==> config.mk <==
export PLATFORM = sky130hd
export DESIGN_NAME = dout_stream_reader_flat
export DESIGN_NICKNAME = d
export VERILOG_FILES = /design/src/rtl/proc_mem_pkg.sv /design/src/rtl/dout_stream_reader_if.sv /design/src/rtl/dout_stream_reader_serializer.sv /design/src/rtl/dout_stream_reader.sv /design/src/flat_wrapper.sv
export SDC_FILE = /design/constraint.sdc
export NUM_CORES = 1
export LEC_CHECK = 0
export CAP_MARGIN = 30
export CORE_ASPECT_RATIO = 1.75
export CORE_UTILIZATION = 48
export DETAILED_ROUTE_END_ITERATION = 7
export PLACE_DENSITY = 0.77
export SYNTH_ARGS = -nofsm -noshare
export SYNTH_HDL_FRONTEND = slang
export SYNTH_HIERARCHICAL = 1
export SYNTH_SLANG_ARGS = --single-unit
==> constraint.sdc <==
create_clock -name clk -period 3.2 [get_ports clk]
set_input_delay 0.32 -clock clk [delete_from_list [all_inputs] [get_ports clk]]
set_output_delay 0.32 -clock clk [all_outputs]
set_load 0.03 [all_outputs]
==> src/rtl/proc_mem_pkg.sv <==
// Shared constants and state encoding for the output-data segment reader.
package proc_mem_pkg;
  localparam int DEF_WIDTH = 24;
  localparam int DEF_DEPTH = 90000;
  localparam int ADDR_W    = 17;

  typedef enum logic [2:0] {
    S_IDLE = 3'd0,
    S_ADDR = 3'd1,
    S_WAIT = 3'd2,
    S_SEND = 3'd3,
    S_FIN  = 3'd4
  } state_e;
endpackage

==> src/rtl/dout_stream_reader_if.sv <==
// Byte stream from the reader to the serial transmitter (valid/ready).
interface dout_stream_reader_if;
  logic [7:0] tx_data;
  logic       tx_valid;
  logic       tx_ready;

  modport master (output tx_data, tx_valid, input tx_ready);
  modport slave  (input tx_data, tx_valid, output tx_ready);
endinterface

==> src/rtl/dout_stream_reader_serializer.sv <==
// Splits one memory word into bytes, MSB first, holding each byte until accepted.
module word_byte_serializer
  import proc_mem_pkg::*;
#(
  parameter int WIDTH = DEF_WIDTH
) (
  input  logic             clk,
  input  logic             reset,
  input  logic             load,
  input  logic [WIDTH-1:0] din,
  dout_stream_reader_if.master tx,
  output logic             word_done
);
  localparam int NB = WIDTH / 8;
  localparam int CW = (NB > 1) ? $clog2(NB) : 1;
  localparam logic [CW-1:0] CNT_LAST = CW'(NB - 1);

  logic [WIDTH-1:0] sr;
  logic [CW-1:0]    cnt;
  logic             vld;
  logic             hs;

  assign hs          = vld & tx.tx_ready;
  assign word_done   = hs && (cnt == CNT_LAST);
  assign tx.tx_data  = sr[WIDTH-1 -: 8];
  assign tx.tx_valid = vld;

  // sr only moves on a handshake, so a stalled byte stays put
  always_ff @(posedge clk) begin
    if (reset) begin
      sr  <= '0;
      cnt <= '0;
      vld <= 1'b0;
    end else if (load) begin
      sr  <= din;
      cnt <= '0;
      vld <= 1'b1;
    end else if (hs) begin
      sr <= sr << 8;
      if (cnt == CNT_LAST) begin
        cnt <= '0;
        vld <= 1'b0;
      end else begin
        cnt <= cnt + 1'b1;
      end
    end
  end
endmodule

==> src/rtl/dout_stream_reader.sv <==
// Dumps len words of the output-data segment as a byte stream, 5 cycles per word.
module dout_stream_reader
  import proc_mem_pkg::*;
#(
  parameter int WIDTH = DEF_WIDTH,
  parameter int DEPTH = DEF_DEPTH
) (
  input  logic              clk,
  input  logic              reset,
  input  logic              start,
  input  logic [ADDR_W-1:0] len,
  output logic [WIDTH-1:0]  mem_addr,
  input  logic [WIDTH-1:0]  mem_rd,
  dout_stream_reader_if.master tx,
  output logic              busy,
  output logic              done
);
  state_e            state;
  logic [ADDR_W-1:0] idx;
  logic [ADDR_W-1:0] last_idx;
  logic [ADDR_W-1:0] len_c;
  logic              load;
  logic              word_done;

  // oversize requests are clamped so the address never runs past the segment
  always_comb len_c = (int'(len) > DEPTH) ? ADDR_W'(DEPTH) : len;
  assign load = (state == S_WAIT);

  // mem_addr is loaded on entry to ADDR so the synchronous read lands in WAIT
  always_ff @(posedge clk) begin
    if (reset) begin
      state    <= S_IDLE;
      idx      <= '0;
      last_idx <= '0;
      mem_addr <= '0;
      busy     <= 1'b0;
      done     <= 1'b0;
    end else begin
      done <= 1'b0;
      case (state)
        S_IDLE: if (start) begin
          idx      <= '0;
          last_idx <= len_c - 1'b1;
          busy     <= 1'b1;
          if (len_c == '0) begin
            state <= S_FIN;
          end else begin
            mem_addr <= '0;
            state    <= S_ADDR;
          end
        end
        S_ADDR: state <= S_WAIT;
        S_WAIT: state <= S_SEND;
        S_SEND: if (word_done) begin
          if (idx == last_idx) begin
            state <= S_FIN;
          end else begin
            idx      <= idx + 1'b1;
            mem_addr <= WIDTH'(idx + 1'b1);
            state    <= S_ADDR;
          end
        end
        S_FIN: begin
          done  <= 1'b1;
          busy  <= 1'b0;
          state <= S_IDLE;
        end
        default: state <= S_IDLE;
      endcase
    end
  end

  word_byte_serializer #(.WIDTH(WIDTH)) u_ser (
    .clk       (clk),
    .reset     (reset),
    .load      (load),
    .din       (mem_rd),
    .tx        (tx),
    .word_done (word_done)
  );
endmodule
==> src/flat_wrapper.sv <==
// flat-port wrapper written by rule: the top's interface ports become plain ports
module dout_stream_reader_flat import proc_mem_pkg::*;
#(
  parameter int WIDTH = DEF_WIDTH,
  parameter int DEPTH = DEF_DEPTH
)
  (clk, reset, start, len, mem_addr, mem_rd, busy, done, tx_tx_data, tx_tx_valid, tx_tx_ready);
  dout_stream_reader_if tx_i ();
  input  logic clk;
  input  logic reset;
  input  logic start;
  input  logic [ADDR_W-1:0] len;
  output logic [WIDTH-1:0] mem_addr;
  input  logic [WIDTH-1:0] mem_rd;
  output logic busy;
  output logic done;
  output wire logic [$bits(tx_i.tx_data)-1:0] tx_tx_data;
  output wire logic [$bits(tx_i.tx_valid)-1:0] tx_tx_valid;
  input wire logic [$bits(tx_i.tx_ready)-1:0] tx_tx_ready;
  assign tx_tx_data = tx_i.tx_data;
  assign tx_tx_valid = tx_i.tx_valid;
  assign tx_i.tx_ready = tx_tx_ready;
  dout_stream_reader #(.WIDTH(WIDTH), .DEPTH(DEPTH)) u_core (.clk(clk), .reset(reset), .start(start), .len(len), .mem_addr(mem_addr), .mem_rd(mem_rd), .tx(tx_i), .busy(busy), .done(done));
endmodule
After elaboration in Yosys (flattened, before gate mapping):

Index checks and enable logic that the tools add are counted.

* flip-flop bits (word level): 90
* memory bits (read-only): 0
* bits in writable memories: 0
* memories: 0
* bits in latches: 0

* shift-type cells: 0
* bitwise gates (word level): 1
* div/mod/pow operators: 0
* eq/ne operators: 10
* multiply operators: 0
* $add $sub $neg: 4
* magnitude comparators: 1
* muxes and demuxes: 24
* reductions and logical operators: 14

Operators with widths (count)
* $mux W24: 6
* $mux W17: 4
* $pmux W24 S2: 1
* $pmux W17 S2: 1
* $add A17 B1 Y18 const B: 1
* $add A17 B1 Y17 const B: 1
* $eq A17 B17 Y1: 1
* $gt A17 B17 Y1 const B: 1
* $logic_not A17 Y1: 1
* $sub A17 B1 Y17 const B: 1
* $mux W3: 4
* $pmux W3 S4: 1
* $ne A2 B2 Y1 const B: 4
* $reduce_and A2 Y1: 4
* $reduce_bool A2 Y1: 4
* $eq A3 B2 Y1 const B: 2
* $mux W1: 5
* $reduce_and A5 Y1: 1
* $reduce_and A4 Y1: 1
* $eq A3 B1 Y1 const B: 1
* $eq A3 B3 Y1 const B: 1
* $logic_not A3 Y1: 1
* $add A2 B1 Y2 const B: 1
* $eq A2 B2 Y1 const B: 1
* other kinds (5): 5

Logic depth before layout (Yosys ltp):

* depth in word-level cells: 6
* depth in mapped cells: 15
* depth with buffers taken out: 11

By module:

The synthesis kept the hierarchy.

By module, submodules not included
* dout_stream_reader: sequential area each 1141.1 µm², times used 1, area each 3198.1 µm², cells each 405
* word_byte_serializer: sequential area each 540.5 µm², times used 1, area each 1383.8 µm², cells each 149

Worst setup path after synthesis:

No wires, ideal clock.

* kind: input to register
* start point: input len[13]
* end point: register u_core.mem_addr[12]
* setup slack: 0.058 ns
* arrival time: 3.074 ns
* cell stages on the path: 14
* setup time: 0.068 ns
* cells stage by stage: nand4bb_1 > a2111oi_2 > o2bb2ai_1 > buf_4 > nand2_1 > ha_1 > or4b_4 > nand4b_4 > nor4_2 > and2_1 > buf_6 > buf_8 > o21ai_2 > a21oi_2

* longest elaborated chain between the ends: 5

RTL lines
* start: declaration: RTL line flat_wrapper.sv:12 `input logic [ADDR_W-1:0] len;`
* $gt A17 B17 Y1: RTL line dout_stream_reader.sv:26 `always_comb len_c = (int'(len) > DEPTH) ? ADDR_W'(DEPTH) : len;`
* $mux W17 *: RTL line dout_stream_reader.sv:26
* $logic_not A17 Y1 *: RTL line dout_stream_reader.sv:45 `if (len_c == '0) begin`
* $ne A2 B2 Y1 (no source line) *
* $reduce_and A5 Y1 (no source line) *
* end signal: assignment: RTL line dout_stream_reader.sv:59 `mem_addr <= WIDTH'(idx + 1'b1);`
* end: declaration: RTL line dout_stream_reader.sv:12 `output logic [WIDTH-1:0] mem_addr,`

Every way passes the cells marked *; elsewhere a longest branch is shown, timed or not.
A chain may end at the register's enable or synchronous reset.

Worst setup path in the final report:

* start point: input len[9]
* end point: register u_core.mem_addr[16]

Same word-level chain as after synthesis.

==> run metrics <==
layout cell share with drive strength beyond 1=0.156; Top FF cell, synth=dfxtp_1; Die W=75.9 um; crit-path cells=clkdlybuf4s50_1 > nand4_1 > a2111oi_4 > o2bb2ai_2 > nand2_1 > ha_1 > or4b_4 > nand4b_4 > nor4_4 > and2_1 > buf_4 > o21ai_0 > a21oi_1; critical path startpoint category=input port; mean post-synth cell area=8.27 um^2; Peak VDD IR=0.296 mV; worst-path fanout max=8; Rel. slew slack=0.415; IO buf count=73; hpwl dp=between 8000 and 9000 um; setup_tns=0 ns; Die Span Y=131 um; Final Setup Violations=0; CTS buffer count=9; Crit-path slowest cell=or4b_4; Warnings, synthesis=6; RR Endpoint=u_core/mem_addr[16]; fin. max-slew vios=0; final core occ=0.638; clock tree buffer depth=2; maximum single-stage delay on the critical path=around 0.5 ns; Syn Inst Count=554; R2R Setup Slk=0.84 ns; most instantiated cells after synthesis=dfxtp_1, nand2_1, a21oi_1; Hold Path End=u_core/u_ser/tx.tx_valid; Die ar.=approximately 10000 um^2; critical path's top delay family=simple AND/OR/NAND/NOR gates; 1st-iter DRT viols=224; sequential fraction of the synthesis area=0.367; Buf+Inv Stages, Crit Path=2; clk_skew=0.00607 ns; top cell type's share of synthesized area=0.367; per-cell routed wire length=15.8 um; FILL cells=between 700 and 800; worst reg-to-reg path cell count=8; P&R area growth vs syn=27.5%; final hold violation count=0; first-pass GRT wire length=~19000 um; area taken by multi-input logic gates=roughly 2600 um^2; Final Critical Period=slightly above 3 ns; worst r2r src=u_core/u_ser/tx.tx_valid; DR vias=4300; flops & latches, synth=84; ys async rst share=0; FMAX=around 330 MHz; clk slew on worst S/H paths=around 0.060 ns; worst hold slack=0.453 ns; Post-CTS Setup Bufs=0; Sink Count=84; post-route clock period utilization=0.944; dominant cells by area after synthesis=dfxtp_1, nand2_1, a21oi_1; clk_lat worst skew=0.34 ns; grt total ovfl=0; via/cell ratio=5.69; required time of the critical path=3.47 ns; WS Path Type=input port to flip-flop; CTS tree=built; Yosys cell types=~60; cell taking the most area after synthesis=dfxtp_1; Final ANT Viol Nets=0; DRC Markers=0; largest net degree at the start of global routing=68; fin nets=678; H-tree depth=3; status=finished clean; root buffer cell=clkbuf_16; cell with the most instances after synthesis=dfxtp_1; I/O pin cnt=80; Cell Area, Synth=4580 um^2; CTS Hold Bufs=0; GP Congestion=about 0.91; Leak Pwr=2.09 nW; antenna violations before repair=0; register area=1680 um^2; Least-Margin Pin Slew=0.878 ns; Pre-antenna DRT Iters=4; crit end category=flip-flop; max-cap violations=0; crit path DAT=3.29 ns; RSZ-0062 raised after global routing=false; row cnt=46; worst hold path startpoint=reset; post-place instance area=about 5500 um^2; Core ar.=a little over 9000 um^2; Pwr Density=480 nW/um^2; Starting Density=0.501; EDFF count, synth=0; n_diodes=0; vias in the first global route=4040; worst hold path cell count=2; GRT Total Usage=0.244; Final Instance Area=5840 um^2; Post-Route WL=between 10000 and 15000 um; min-delay worst type=input port to flip-flop
## stage by stage
| step | setup slack, ns | cells | power [mW] |
|---|---|---|---|
| 2_1_floorplan | 0.0585 | 559 | 1.53 |
| 6_report | 0.180 | 756 | 2.80 |
| 4_1_cts | 0.0764 | 756 | 2.82 |
| 5_1_grt | 0.00721 | 756 | 2.91 |
| 3_3_place_gp | -0.198 | 740 | 1.68 |
| 3_5_place_dp | -0.269 | 740 | 1.70 |
## metal layers
layer,wire length (um),GRT usage,up-vias
li1,-,-,2123
met1,4240,0.242,2000
met2,6600,0.449,137
met3,507,0.0376,40
met4,574,0.143,0
met5,0,0,-
## how the worst max path moves through the flow
stage                  from                   to  slack, ns  depth (start not counted)
finish               len[9]  u_core/mem_addr[16]       0.18                         13
global route         len[9]  u_core/mem_addr[16]      0.007                         13
CTS                 len[13]      u_core/state[2]       0.08                         12
detailed placement  len[13]      u_core/state[2]      -0.27                         12
global placement    len[13]      u_core/state[2]      -0.20                         12
floorplan           len[13]  u_core/mem_addr[12]       0.06                         14
## cell type report
type | instances | share of cell area
inverters | 20 | 0.0129
clock inverters | 7 | 0.0171
repair buffers | 115 | 0.180
multi-input cells | 401 | 0.437
clock buffers | 9 | 0.0386
well taps | 120 | 0.0257
flip-flops and latches | 84 | 0.288
## what timing repair did
action / 4_1_cts / 5_1_grt
endpoints found under the hold margin: 0 / 0
endpoints found under the setup margin: 0 / 19
gates resized for setup: 0 / 4
## sequential cells by signal (all words and copies together) (netlist names)
| name | count |
|---|---|
| u_core/u_ser/cnt | 2 |
| u_core/state | 3 |
| u_core/busy | 1 |
| u_core/last_idx | 17 |
| u_core/mem_addr | 18 |
| u_core/u_ser/tx.tx_valid | 1 |
| u_core/idx | 17 |
| u_core/done | 1 |
| u_core/u_ser/sr | 24 |
## logic make-up (layout without fill, tap and decap cells)
group,after synthesis,count (layout),synth area share
AO/OA/AOI/OAI,126,126,0.198
XOR/XNOR,38,38,0.0726
adder cells (fa/ha/maj),2,2,0.00546
buffers and inverters,74,151,0.0877
flip-flops,84,84,0.367
multiplexers,1,1,0.00218
other,1,6,0.000818
AND/OR/NAND/NOR,228,228,0.266
## layout by cell type, fill, tap and decap left out, types with 3 or more instances in the layout
master	synthesis	layout
dfxtp_1	84	84
xnor2_1	28	28
clkinvlp_4	0	3
nor4_1	10	10
inv_1	20	20
o211ai_1	3	3
nand4_1	11	11
a211oi_1	7	7
nand3b_1	13	13
clkbuf_16	0	9
xor2_1	10	10
o21ai_1	6	6
nand3_1	14	14
a2111oi_2	14	13
nor3_2	10	11
or3_1	5	5
a211o_1	3	3
buf_4	18	41
or2_2	3	3
nor3_1	39	38
conb_1	1	6
a21oi_1	50	50
nand2_1	71	71
a21o_1	3	3
nor2_1	29	29
and2_1	4	4
clkdlybuf4s50_1	0	72
and3_1	4	4
a2111oi_1	3	3
o21ai_0	16	16
## report_power, final
part | total, mW | switching [mW] | internal [mW] | leakage [nW]
registers | 1.15 | 0.0428 | 1.11 | 0.684
logic | 0.534 | 0.298 | 0.235 | 1.26
clock network | 1.12 | 0.432 | 0.687 | 0.148
Note: power is estimated with default switching activity, not from simulation.
